File: src/rtl/popcount_accum.sv
// Frame accumulator behind the count_1 popcount stage: sums FRAME_LEN ones-counts per frame
// and holds the total on a valid/ready port. Optional threshold flag under POPACC_THRESH_EN.
module popcount_accum #(
    parameter int FRAME_LEN = 4,
    parameter int SUM_W     = 5,
    parameter int THRESH    = 8
) (
    input  logic             clk,
    input  logic             rst,
    input  logic             flush,
    input  logic             in_valid,
    output logic             in_ready,
    input  logic [2:0]       in_count,
    output logic             sum_valid,
    input  logic             sum_ready,
    output logic [SUM_W-1:0] sum,
    output logic             err
`ifdef POPACC_THRESH_EN
    ,
    output logic             above_thresh
`endif
);

    if (FRAME_LEN < 1 || FRAME_LEN > 255) begin : g_bad_frame_len
        $error("popcount_accum: FRAME_LEN out of range 1..255");
    end
    if (SUM_W < 3 || SUM_W < $clog2(4 * FRAME_LEN + 1)) begin : g_bad_sum_w
        $error("popcount_accum: SUM_W too narrow for FRAME_LEN");
    end
    if (THRESH < 0) begin : g_bad_thresh
        $error("popcount_accum: THRESH must be non-negative");
    end

    localparam logic [7:0] LAST_IDX = 8'(FRAME_LEN - 1);

    typedef enum logic {
        ACCUM = 1'b0,
        HOLD  = 1'b1
    } state_t;

    state_t           state;
    state_t           state_next;
    logic [SUM_W-1:0] acc;
    logic [SUM_W-1:0] acc_next;
    logic [7:0]       beat_cnt;
    logic             accept;
    logic             legal;
    logic             last_beat;
    logic [2:0]       add;

    // Illegal counts still occupy a beat slot but contribute nothing to the total.
    assign accept    = in_valid && in_ready && !flush;
    assign legal     = (in_count <= 3'd4);
    assign add       = legal ? in_count : 3'd0;
    assign acc_next  = acc + SUM_W'(add);
    assign last_beat = (beat_cnt == LAST_IDX);

    always_ff @(posedge clk or posedge rst) begin
        if (rst) begin
            state <= ACCUM;
        end else begin
            state <= state_next;
        end
    end

    // Handshake outputs depend on state only, so sum_ready never reaches in_ready.
    always_comb begin
        state_next = state;
        in_ready   = 1'b0;
        sum_valid  = 1'b0;
        case (state)
            ACCUM: begin
                in_ready = 1'b1;
                if (in_valid && !flush && last_beat) begin
                    state_next = HOLD;
                end
            end
            HOLD: begin
                sum_valid = 1'b1;
                if (sum_ready) begin
                    state_next = ACCUM;
                end
            end
            default: state_next = ACCUM;
        endcase
        if (flush) begin
            state_next = ACCUM;
        end
    end

    always_ff @(posedge clk or posedge rst) begin
        if (rst) begin
            acc      <= '0;
            beat_cnt <= '0;
            sum      <= '0;
            err      <= 1'b0;
        end else begin
            if (flush) begin
                acc      <= '0;
                beat_cnt <= '0;
            end else if (accept) begin
                if (last_beat) begin
                    acc      <= '0;
                    beat_cnt <= '0;
                    sum      <= acc_next;
                end else begin
                    acc      <= acc_next;
                    beat_cnt <= beat_cnt + 8'd1;
                end
            end
            if (accept && !legal) begin
                err <= 1'b1;
            end
        end
    end

`ifdef POPACC_THRESH_EN
    localparam logic [31:0] THRESH_U = THRESH;

    always_ff @(posedge clk or posedge rst) begin
        if (rst) begin
            above_thresh <= 1'b0;
        end else if (flush) begin
            above_thresh <= 1'b0;
        end else if (accept && last_beat) begin
            above_thresh <= (32'(acc_next) >= THRESH_U);
        end
    end
`endif

endmodule
File: config.mk
export PLATFORM = sky130hd
export DESIGN_NAME = popcount_accum
export DESIGN_NICKNAME = d
export VERILOG_FILES = /design/src/rtl/popcount_accum.sv
export SDC_FILE = /design/constraint.sdc
export NUM_CORES = 1
export LEC_CHECK = 0
export BUFFER_PORTS_ARGS = -buffer_cell sky130_fd_sc_hd__buf_2
export CAP_MARGIN = 20
export CORE_MARGIN = 1.5
export CORE_UTILIZATION = 30
export CTS_CLUSTER_DIAMETER = 200
export DETAILED_ROUTE_END_ITERATION = 10
export GPL_ROUTABILITY_DRIVEN = 0
export SYNTH_ARGS = -nofsm -noshare
export SYNTH_HDL_FRONTEND = slang
export SYNTH_SLANG_ARGS = --single-unit
File: constraint.sdc
create_clock -name clk -period 3.6 [get_ports clk]
set_input_delay 0.36 -clock clk [delete_from_list [all_inputs] [get_ports clk]]
set_output_delay 0.36 -clock clk [all_outputs]
set_load 0.01 [all_outputs]
Word level (Yosys, flattened, before mapping)

Index checks and enable logic that the tools add are counted.

Memories: 0
Memory bits (writable): 0
Latch bits: 0
Register bits after elaboration: 20
Logic and storage cells: 33
Output and inout port bits: 8
Input bits: 8
ROM bits: 0

Add/sub/neg operators: 2
Eq/ne operators: 1
Divide/modulo/power cells: 0
Muxes and demuxes: 13
Reduce and logical (&&, ||, !) cells: 9
Bitwise operators: 2
$lt $le $gt $ge: 1
$mul: 0
Shifts and indexed selects: 0

Operators with widths:

| cell                                           | number |
|---|---|
| 2-to-1 mux 8 bit                               | 3 |
| 2-to-1 mux 5 bit                               | 3 |
| adder 8 x 1 -> 8 bit (second input constant)   | 1 |
| == test 8 x 2 -> 1 bit (second input constant) | 1 |
| adder 5 x 3 -> 5 bit                           | 1 |
| logical AND 1 bit                              | 5 |
| 2-to-1 mux 1 bit                               | 5 |
| <= comparator 3 bit (second input constant)    | 1 |
| 2-to-1 mux 3 bit                               | 1 |
| AND reduction 3 bit                            | 1 |
| logical NOT 1 bit                              | 2 |
| inverter 1 bit                                 | 2 |
| case mux 1 bit (2 select lines)                | 1 |
| nonzero test 2 bit                             | 1 |

Logic depth before layout (Yosys ltp)

Gate-level depths: netlist of run 1.

Word-level depth: 6
Depth in mapped cells: 7
Depth with buffers taken out: 7

Worst setup path after synthesis of run 1

Ideal clock, no wire load.

Path kind: input -> register
Start point: in in_count[0]
End point: reg sum[4]
Slack: 1.861 ns
Arrival: 1.615 ns
Cell stages on the path: 7
Path buffers: 0
Library setup time: 0.125 ns
Data required time: 3.475 ns
Cells stage by stage: nor2b_1 > ha_1 > fa_1 > a21o_1 > nand2_1 > xnor2_1 > mux2_2

Word-level cells in the longest chain between the ends: 3

RTL lines:

| element                  | line | source |
|---|---|---|
| from (decl)              | 13   | `input logic [2:0] in_count,` |
| <= comparator 3 bit      | 53   | `assign legal = (in_count <= 3'd4);` |
| 2-to-1 mux 3 bit (*)     | 54   | `assign add = legal ? in_count : 3'd0;` |
| adder 5 x 3 -> 5 bit (*) | 55   | `assign acc_next = acc + SUM_W'(add);` |
| to (signal assigned)     | 105  | `sum <= acc_next;` |
| to (decl)                | 16   | `output logic [SUM_W-1:0] sum,` |

Every way passes the cells marked *; elsewhere a longest branch is shown, timed or not.
A chain may end at the register's enable or synchronous reset.

Worst setup path in the final report of run 1

Start point: reg beat_cnt[0]
End point: reg beat_cnt[7]

Word-level cells in the longest chain between the ends: 4
Elaborated cells between the ends (all ways): 5
Those cells by class: add/sub: 1; eq/ne: 1; mux: 3

RTL lines:

| element                                                               | line    | source |
|---|---|---|
| from (decl)                                                           | 45      | `logic [7:0] beat_cnt;` |
| from (signal assigned)                                                | 108     | `beat_cnt <= beat_cnt + 8'd1;` |
| adder 8 x 1 -> 8 bit / == test 8 x 2 -> 1 bit (equally long branches) | 108, 56 |  |
| 2-to-1 mux 8 bit (*)                                                  | 102     | `if (last_beat) begin` |
| 2-to-1 mux 8 bit (*)                                                  | 101     | `end else if (accept) begin` |
| 2-to-1 mux 8 bit (*)                                                  | 98      | `if (flush) begin` |

Every way passes the cells marked *; elsewhere a longest branch is shown, timed or not. The select of a mux whose other input is x is not followed.

==> impl_metrics.toml, run 1 <==
[route]
route.detailed.vias_per_inst = 4.88
detailedRoute.firstPassIterationCount = 4
finalWirelength_mm = 1.93
post-route-drc-count = 0
post_drt_wl_per_cell_um = 13.2
detailedRoute.firstIterationViolations = 21
via_count = 713
postRouteAntennaNets = 0

[yosys]
synthDominantCellAreaShare_pct = 49.6
ys_seq_area_share_pct = 49.6
netlist_top_cells_area = "sky130_fd_sc_hd__dfrtp_1 (50%), sky130_fd_sc_hd__mux2_2 (6.7%), sky130_fd_sc_hd__a22o_1 (6.1%)"
ys_async_sr_fraction_pct = 100
netlist-cell-type-count = 29
netlist_area_before_placement_um2 = 1010
ys_warn_count = 0
avgSynthCellArea_um2 = 11.9
synthesis.nets = 98
synth_flop_cell = "sky130_fd_sc_hd__dfrtp_1"
ys_seq_elements = 20
number_of_enable_type_register_cells_in_the_synthesized_netlist = 0
synthCells = 85
yosys.area.top_type = "sky130_fd_sc_hd__dfrtp_1"

[sta]
totalNegativeSetupSlack_ns = 0
period_share_pct = 53.4
worst-slew-pin-transition_ns = 0.767
timing.final.crit_period_ns = 1.92
skew_ns = 0.00603
maxSlewHeadroom_pct = 48.8
drv_slew = 0
rsz0062_at_grt = "false"
fmaxAchievable_ghz = 0.520
setup_viol = 0
timing.final.hold_violations = 0

[cts]
tritoncts = "done"
clk_latency_ns = 0.30
clkSinkCount = 20
clock_path_buffers = 2
post_cts_hold_buffer_count = 0
cts_root_buffer = "sky130_fd_sc_hd__clkbuf_4"
htree_levels = 1
cts_made_buffers = 3
number_of_setup_buffers_added_after_cts = 0
cts_resized = 0
cts.reportedPaths.clkPinSlew_ns = 0.11

[global_route]
largest_net_degree_at_the_start_of_global_routing = 21
grt_antenna_before_repair = 0
grt.total_usage_pct = 12.7
global_route.overflow_total = 0
global_route_wire_length_before_repair_mm = 3.39
via_count_of_the_first_global_routing_pass = 786

[critical_path]
worst-path-buf-inv = 0
worst_r2r_startpoint = "beat_cnt[0]"
critical_path.top_delay_family = "compound AO/OA/AOI/OAI gates"
worst-path-max-fanout = 17
timing.reg2reg.setup_slack_ns = 1.68
timing.critical_path.required_ns = 3.82
critical-path-max-stage-delay_ns = 0.58
critical_setup_path_class = "reg -> reg"
endpoint_arrival_time_on_the_critical_path_ns = 2.15
critical_path_cell_list = "ha_1 > nor3b_1 > a21boi_2 > o21ai_0 > a31oi_1"
endpoint_kind = "register"
r2r_end = "beat_cnt[7]"
timing.critical_path.slowest_stage_cell = "sky130_fd_sc_hd__a21boi_2"
r2r.worst_path.cells = 5
setup.worst_path.start_class = "register"

[cells_and_area]
layout.cells.most_common_list = "sky130_fd_sc_hd__dfrtp_1 (20), sky130_fd_sc_hd__buf_2 (15), sky130_fd_sc_hd__a22o_1 (7)"
final_common_cell = "sky130_fd_sc_hd__dfrtp_1"
number_of_antenna_diodes = 0
final_net_count = 117
area.growth.synth_to_final_pct = 14.0
stdcell_count = 146
layout-drive-gt1-share_pct = 28.4

[status]
outcome = "completed"

[flow_run]
cap_violations = 0

[floorplanning]
floorplan.die.height_um = 61.0
rows = 20
start_util_pct = 32.2
floorplan.io_pins = 16
fp.dieArea_um2 = 3720
coreArea_um2 = 3130
fp.dieW_um = 61.0

[power]
static-leakage-power_nw = 0.573
worst_ir_drop_vdd_mv = 0.179
pwr_density_nw_per_um2 = 342

[min_path]
worst_hold_path_type = "in -> async"

[placement]
place.detailed.instances = 143
number_of_port_buffers = 15
post-dp-hpwl_mm = 1.43
==> worst max-delay path by stage <==
stage	from	to	slack [ns]	cells past startpoint
6_report	beat_cnt[0]	beat_cnt[7]	1.68	5
5_1_grt	beat_cnt[0]	beat_cnt[7]	1.55	5
4_1_cts	beat_cnt[0]	beat_cnt[7]	1.67	5
3_5_place_dp	in_count[0]	sum[4]	1.65	8
3_3_place_gp	in_count[0]	sum[4]	1.71	8
2_1_floorplan	in_count[0]	sum[4]	1.86	7
==> flip-flops by register name, indices dropped and copies added, names as in the netlist <==
register	count
beat_cnt	8
acc	5
sum	5
err	1
state	1
==> per-layer routing <==
metal | track usage (%) | wire length (µm) | share of wire (%) | up-vias
met5 | 0 | 0 | 0 | -
met4 | 6.21 | 43 | 2.2 | 0
li1 | - | - | - | 355
met1 | 15.7 | 979 | 51 | 333
met2 | 19.5 | 815 | 42 | 19
met3 | 4.69 | 92 | 4.8 | 6
==> Yosys cell counts, types with 3 or more instances <==
library cell                n
sky130_fd_sc_hd__a22o_1     7
sky130_fd_sc_hd__nand2b_1   3
sky130_fd_sc_hd__and3_1     3
sky130_fd_sc_hd__nand3_1    3
sky130_fd_sc_hd__a31oi_1    4
sky130_fd_sc_hd__nor2b_1    3
sky130_fd_sc_hd__xnor2_1    3
sky130_fd_sc_hd__ha_1       4
sky130_fd_sc_hd__mux2_2     6
sky130_fd_sc_hd__a21oi_1    5
sky130_fd_sc_hd__dfrtp_1   20
sky130_fd_sc_hd__inv_1      3
==> area by class of cell <==
class	instances	area (µm²)
fill	317	1980
sequential	20	500
multi-input combinational	61	485
clock buffer	3	22.5
tap	44	55.1
inverter	3	11.3
timing repair buffer	15	75.1
==> power by group <==
part	leakage, nW	internal (mW)	switching (mW)
registers	0.271	0.233	0.00619
clock network	0.0138	0.0390	0.0663
logic	0.289	0.0211	0.0269
==> through the flow <==
step / cell area (µm²) / hold slack, ns / utilization [%] / setup slack, ns / power, mW
final: 1150 / 0.178 / 36.8 / 1.68 / 0.393
after global routing: 1150 / 0.211 / 36.8 / 1.55 / 0.413
after CTS: 1150 / 0.209 / 36.8 / 1.67 / 0.399
after detailed placement: 1130 / 0.464 / 36.0 / 1.65 / 0.293
after global placement: 1130 / 0.451 / 36.0 / 1.71 / 0.292
after floorplan: 1010 / 0.324 / - / 1.86 / 0.276
==> logic make-up after synthesis <==
group,after synthesis,share of synthesized area (%)
flops,20,49.6
simple gates,22,13.8
mux,6,6.70
buf+inv,4,2.23
xor+xnor,4,3.47
fa+ha+maj,5,6.95
compound gates,24,17.2
(Power assumes the default switching activity.)
==> run 2, diff against run 1 <==
Clock period 3.6 ns to 1.5 ns, I/O delays scaled along.
==> run 2 against run 1 <==
  * The run now ends with negative setup slack left
  * Sequential share of layout area decreased by 7.3 points
  * Routed wire length increased by 7.8%
  * Highest routed layer unchanged
  * Critical endpoint is now sum[4]
  * Power increased to 2.5 times the previous value
  * Utilization increased by 7.4 points
==> impl_metrics.toml, run 2 (synthesis gave the netlist of run 1 again) <==
[status]
outcome = "complete, but fails checks"
violated_checks = "negative setup slack"

[critical_path]
timing.critical_path.required_ns = 1.69
endpoint_arrival_time_on_the_critical_path_ns = 1.79
worst_setup_path_startpoint = "acc[0]"
setup.worst_path.start_class = "register"
endpoint_kind = "register"
critical_setup_path_class = "reg -> reg"
worst-path-max-fanout = 2
worst_r2r_startpoint = "acc[0]"

[floorplanning]
floorplan.die.height_um = 61.0
fp.dieArea_um2 = 3720
fp.dieW_um = 61.0
coreArea_um2 = 3130
start_util_pct = 32.2
floorplan.io_pins = 16
rows = 20

[sta]
timing.final.crit_period_ns = 1.61
totalNegativeSetupSlack_ns = -0.222
drv_slew = 0
timing.final.hold_violations = 0
setup_viol = 5
period_share_pct = 107
fmaxAchievable_ghz = 0.622
setup_ws_ns = -0.108
maxSlewHeadroom_pct = 61.1
skew_ns = 0.0128
worst-slew-pin-transition_ns = 0.581
rsz0062_at_grt = "true"
whs_ns = 0.117

[cells_and_area]
layout.cells.most_common_list = "sky130_fd_sc_hd__dfrtp_1 (20), sky130_fd_sc_hd__buf_4 (17), sky130_fd_sc_hd__buf_2 (15)"
number_of_antenna_diodes = 0
registers.top_by_ff_count = "beat_cnt"
layout-drive-gt1-share_pct = 46.3
layout_top_registers = "beat_cnt x8, acc x5, sum x5"
largest_reg_flops = 8
final_common_cell = "sky130_fd_sc_hd__dfrtp_1"
final_net_count = 138
area.growth.synth_to_final_pct = 36.8
finalInstanceArea_um2 = 1380
finalCoreUtilization_pct = 44.1
num-fill-cells = 306

[route]
finalWirelength_mm = 2.08
detailedRoute.firstPassIterationCount = 3
post-route-drc-count = 0
via_count = 795
postRouteAntennaNets = 0
detailedRoute.firstIterationViolations = 24
post_drt_wl_per_cell_um = 12.5
route.detailed.vias_per_inst = 4.76

[global_route]
grt.total_usage_pct = 12.8
global_route.overflow_total = 0
grt_antenna_before_repair = 0
global_route_wire_length_before_repair_mm = 3.51
via_count_of_the_first_global_routing_pass = 785
largest_net_degree_at_the_start_of_global_routing = 21

[placement]
post-dp-hpwl_mm = 1.53
number_of_port_buffers = 15
placed_cell_area_um2 = 1260

[cts]
cts.reportedPaths.clkPinSlew_ns = 0.12
clkSinkCount = 20
tritoncts = "done"
htree_levels = 1
clk_latency_ns = 0.30
clock_path_buffers = 2
cts_root_buffer = "sky130_fd_sc_hd__clkbuf_4"
cts_made_buffers = 3

[power]
netSwitchingFraction_pct = 25.5
cell_internal_power_uw = 734
pwr_density_nw_per_um2 = 714
static-leakage-power_nw = 0.705
power.combinational.fraction_pct = 16.0
worst_ir_drop_vdd_mv = 0.298
total_switching_power_uw = 251
p_seq_share_pct = 58.2
share_clk_of_total_power_pct = 25.8
total_power_uw = 985

[min_path]
worst_hold_path_type = "in -> reg"
worstHoldStart = "flush"

[flow_run]
cap_violations = 0
## run 2: cell types whose count changed in the layout (fill, tap and decap cells not counted), sizes merged
cell	change
buf	+19
dlygate4sd3	+2
## run 2: metal layers
| layer | vias to the layer above | track usage (%) | routed length, µm |
|---|---|---|---|
| li1 | 395 | - | - |
| met1 | 390 | 17.5 | 1070 |
| met2 | 8 | 20.0 | 966 |
| met3 | 2 | 3.20 | 37 |
| met4 | 0 | 4.04 | 12 |
| met5 | - | 0 | 0 |
## run 2: critical path, stage by stage (launching register included)
cell                      delay [ns]
sky130_fd_sc_hd__dfrtp_1        0.39
sky130_fd_sc_hd__ha_2           0.20
sky130_fd_sc_hd__fa_2           0.34
sky130_fd_sc_hd__a21o_1         0.17
sky130_fd_sc_hd__nand2_2        0.08
sky130_fd_sc_hd__xnor2_2        0.06
sky130_fd_sc_hd__mux2_2         0.26
## run 2: worst paths after layout
check | endpoint | slack, ns | depth (start not counted)
worst min register to register | err | 0.49 | 1
worst max-delay path | sum[4] | -0.11 | 6
max in group asynchronous | sum[2] | 0.88 | 4
worst max register to register | sum[4] | -0.11 | 6
min in group asynchronous | beat_cnt[6] | 0.40 | 4
worst min-delay path | state | 0.12 | 2
## run 2: power by group through the flow
| stage | sequential [mW] | clock [mW] | combinational, mW |
|---|---|---|---|
| floorplan | 0.589 | 0 | 0.0747 |
| global placement | 0.582 | 0 | 0.140 |
| detailed placement | 0.583 | 0 | 0.144 |
| CTS | 0.573 | 0.270 | 0.154 |
| global route | 0.577 | 0.293 | 0.173 |
| finish | 0.573 | 0.254 | 0.158 |
## run 2: final cells by class
type / instances / area, µm² / area share (%)
Timing Repair Buffer: 36 / 245 / 17.8
Inverter: 3 / 11.3 / 0.816
Tap cell: 44 / 55.1 / 3.99
Sequential cell: 20 / 500 / 36.3
Clock buffer: 3 / 22.5 / 1.63
Multi-Input combinational cell: 61 / 546 / 39.5
## run 2: stage by stage
stage	std cells	setup slack, ns
final	167	-0.108
after global routing	167	-0.189
after CTS	167	-0.131
after detailed placement	160	-0.147
after global placement	160	-0.0970
after floorplan	85	-0.0683
## run 2: what timing repair did
action	in CTS	in global routing
gates resized for setup	1	10
hold endpoints to repair	21	0
pin swaps	5	5
setup buffers	2	0
endpoints found under the setup margin	12	9
hold buffers	2	0
==> run 3, diff against run 2 <==
Settings changed: HOLD_SLACK_MARGIN set to 0.08, PLACE_DENSITY set to 0.52.
==> run 3 against run 2 <==
  * The flow still finishes with violations (negative setup slack)
  * Non-clock buffer count is 9 higher
  * Die area is the same
  * Sequential power is essentially flat
==> impl_metrics.toml, run 3 (synthesis gave the netlist of run 1 again) <==
[critical_path]
timing.critical_path.to = "sum[4]"
critical_setup_path_class = "reg -> reg"
endpoint_kind = "register"
setup.worst_path.start_class = "register"
worst_setup_path_startpoint = "acc[0]"
worst_r2r_startpoint = "acc[0]"
endpoint_arrival_time_on_the_critical_path_ns = 1.83
r2r_end = "sum[4]"
critical-path-max-stage-delay_ns = 0.42
timing.critical_path.depth = 6
timing.critical_path.required_ns = 1.70
r2r.worst_path.cells = 6
worst-path-max-fanout = 2
timing.critical_path.slowest_stage_cell = "sky130_fd_sc_hd__dfrtp_1"
critical_path_cell_list = "ha_2 > fa_2 > a21o_1 > nand2_2 > xnor2_2 > mux2_2"
worst-path-buf-inv = 0
critical_path.top_delay_family = "adder cells"
timing.reg2reg.setup_slack_ns = -0.14

[power]
pwr_density_nw_per_um2 = 710
worst_ir_drop_vdd_mv = 0.272
netSwitchingFraction_pct = 25.1
share_clk_of_total_power_pct = 30.0
cell_internal_power_uw = 804
power.combinational.fraction_pct = 16.6
static-leakage-power_nw = 0.772
total_switching_power_uw = 269
p_seq_share_pct = 53.5

[placement]
number_of_port_buffers = 15
dpl_worst_slack_ns = -0.116
post-dp-hpwl_mm = 1.59

[sta]
timing.final.hold_violations = 0
worst-slew-pin-transition_ns = 0.295
fmaxAchievable_ghz = 0.611
period_share_pct = 109
drv_slew = 0
timing.final.crit_period_ns = 1.64
setup_viol = 6
totalNegativeSetupSlack_ns = -0.374
skew_ns = 0.00369
rsz0062_at_grt = "true"
maxSlewHeadroom_pct = 80.2
setup_ws_ns = -0.136

[cells_and_area]
layout-drive-gt1-share_pct = 50.7
finalCoreUtilization_pct = 48.3
number_of_antenna_diodes = 0
largest_reg_flops = 8
final_common_cell = "sky130_fd_sc_hd__buf_4"
final_net_count = 148
layout_top_registers = "beat_cnt x8, acc x5, sum x5"
registers.top_by_ff_count = "beat_cnt"
layout.cells.most_common_list = "sky130_fd_sc_hd__buf_4 (23), sky130_fd_sc_hd__dfrtp_1 (20), sky130_fd_sc_hd__buf_2 (15)"
area.growth.synth_to_final_pct = 49.8

[floorplanning]
coreArea_um2 = 3130
floorplan.die.height_um = 61.0
fp.dieArea_um2 = 3720
start_util_pct = 32.2
rows = 20
fp.dieW_um = 61.0
floorplan.io_pins = 16

[route]
post-route-drc-count = 0
detailedRoute.firstIterationViolations = 46
route.detailed.vias_per_inst = 4.82
postRouteAntennaNets = 0
via_count = 858
detailedRoute.firstPassIterationCount = 4
post_drt_wl_per_cell_um = 13.2
finalWirelength_mm = 2.34

[cts]
clk_latency_ns = 0.30
cts.reportedPaths.clkPinSlew_ns = 0.12
cts_made_buffers = 3
tritoncts = "done"
clock_path_buffers = 2
cts_root_buffer = "sky130_fd_sc_hd__clkbuf_4"
htree_levels = 1
clkSinkCount = 20

[global_route]
largest_net_degree_at_the_start_of_global_routing = 21
global_route_wire_length_before_repair_mm = 3.86
via_count_of_the_first_global_routing_pass = 866
grt.total_usage_pct = 14.4
grt_antenna_before_repair = 0
global_route.overflow_total = 0

[flow_run]
cap_violations = 0

[status]
violated_checks = "negative setup slack"
outcome = "complete, but fails checks"

[min_path]
worst_hold_path_type = "in -> reg"
hold_path_depth = 3
==> run 3: cell types whose count changed in the layout (fill, tap and decap cells not counted) <==
cell	previous run	this run
sky130_fd_sc_hd__a21boi_2	1	0
sky130_fd_sc_hd__clkbuf_8	0	1
sky130_fd_sc_hd__a31o_2	1	0
sky130_fd_sc_hd__a21oi_1	4	3
sky130_fd_sc_hd__a21oi_2	1	2
sky130_fd_sc_hd__buf_4	17	23
sky130_fd_sc_hd__dlygate4sd3_1	2	3
sky130_fd_sc_hd__a31o_4	0	1
sky130_fd_sc_hd__a21boi_4	0	2
sky130_fd_sc_hd__buf_6	2	4
==> run 3: worst reg2reg max path: cells and delay by family, from the launching register on <==
family / cells / cell delay (ns)
flops: 1 / 0.42
fa+ha+maj: 2 / 0.54
xor+xnor: 1 / 0.06
simple gates: 1 / 0.08
mux: 1 / 0.26
compound gates: 1 / 0.19
==> run 3: layer usage <==
metal / vias up / GRT usage, % / wire, µm
met5: - / 0 / 0
met4: 0 / 7.45 / 27
met3: 2 / 1.92 / 50
met2: 14 / 21.8 / 1100
met1: 422 / 19.9 / 1170
li1: 420 / - / -
==> run 3: cell type report <==
cell class / instances / area, µm²
Clock buffer: 4 / 36.3
Fill cell: 302 / 1620
Inverter: 3 / 11.3
Multi-Input combinational cell: 62 / 584
Sequential cell: 20 / 500
Tap cell: 44 / 55.1
Timing Repair Buffer: 45 / 323
==> run 3: power by group through the flow <==
stage,clock (mW),sequential [mW],combinational (mW)
after floorplan,0,0.589,0.0747
after global placement,0,0.582,0.143
after detailed placement,0,0.584,0.147
after CTS,0.334,0.574,0.158
after global routing,0.362,0.578,0.195
final,0.321,0.573,0.178
==> run 3: worst min-delay path by stage <==
stage / endpoint / slack, ns / startpoint
after detailed placement: beat_cnt[1] / 0.19 / rst
after global routing: err / 0.14 / in_count[1]
after global placement: beat_cnt[1] / 0.20 / rst
after floorplan: acc[0] / 0.11 / rst
after CTS: err / 0.11 / in_count[1]
final: err / 0.12 / in_count[1]
==> run 3: what timing repair did <==
item | CTS | global route
pin swaps | 3 | 9
hold buffers | 3 | 0
cloned | 0 | 1
hold endpoints to repair | 21 | 0
setup buffers | 1 | 7
gates resized for setup | 4 | 13
endpoints found under the setup margin | 17 | 15
==> run 3: through the flow <==
| step | area, µm² | std cells | hold WS, ns | power (mW) |
|---|---|---|---|---|
| after CTS | 1380 | 170 | 0.109 | 1.07 |
| after floorplan | 1020 | 85 | 0.114 | 0.664 |
| after global routing | 1510 | 178 | 0.136 | 1.13 |
| after global placement | 1280 | 162 | 0.196 | 0.725 |
| final | 1510 | 178 | 0.120 | 1.07 |
| after detailed placement | 1280 | 162 | 0.193 | 0.731 |
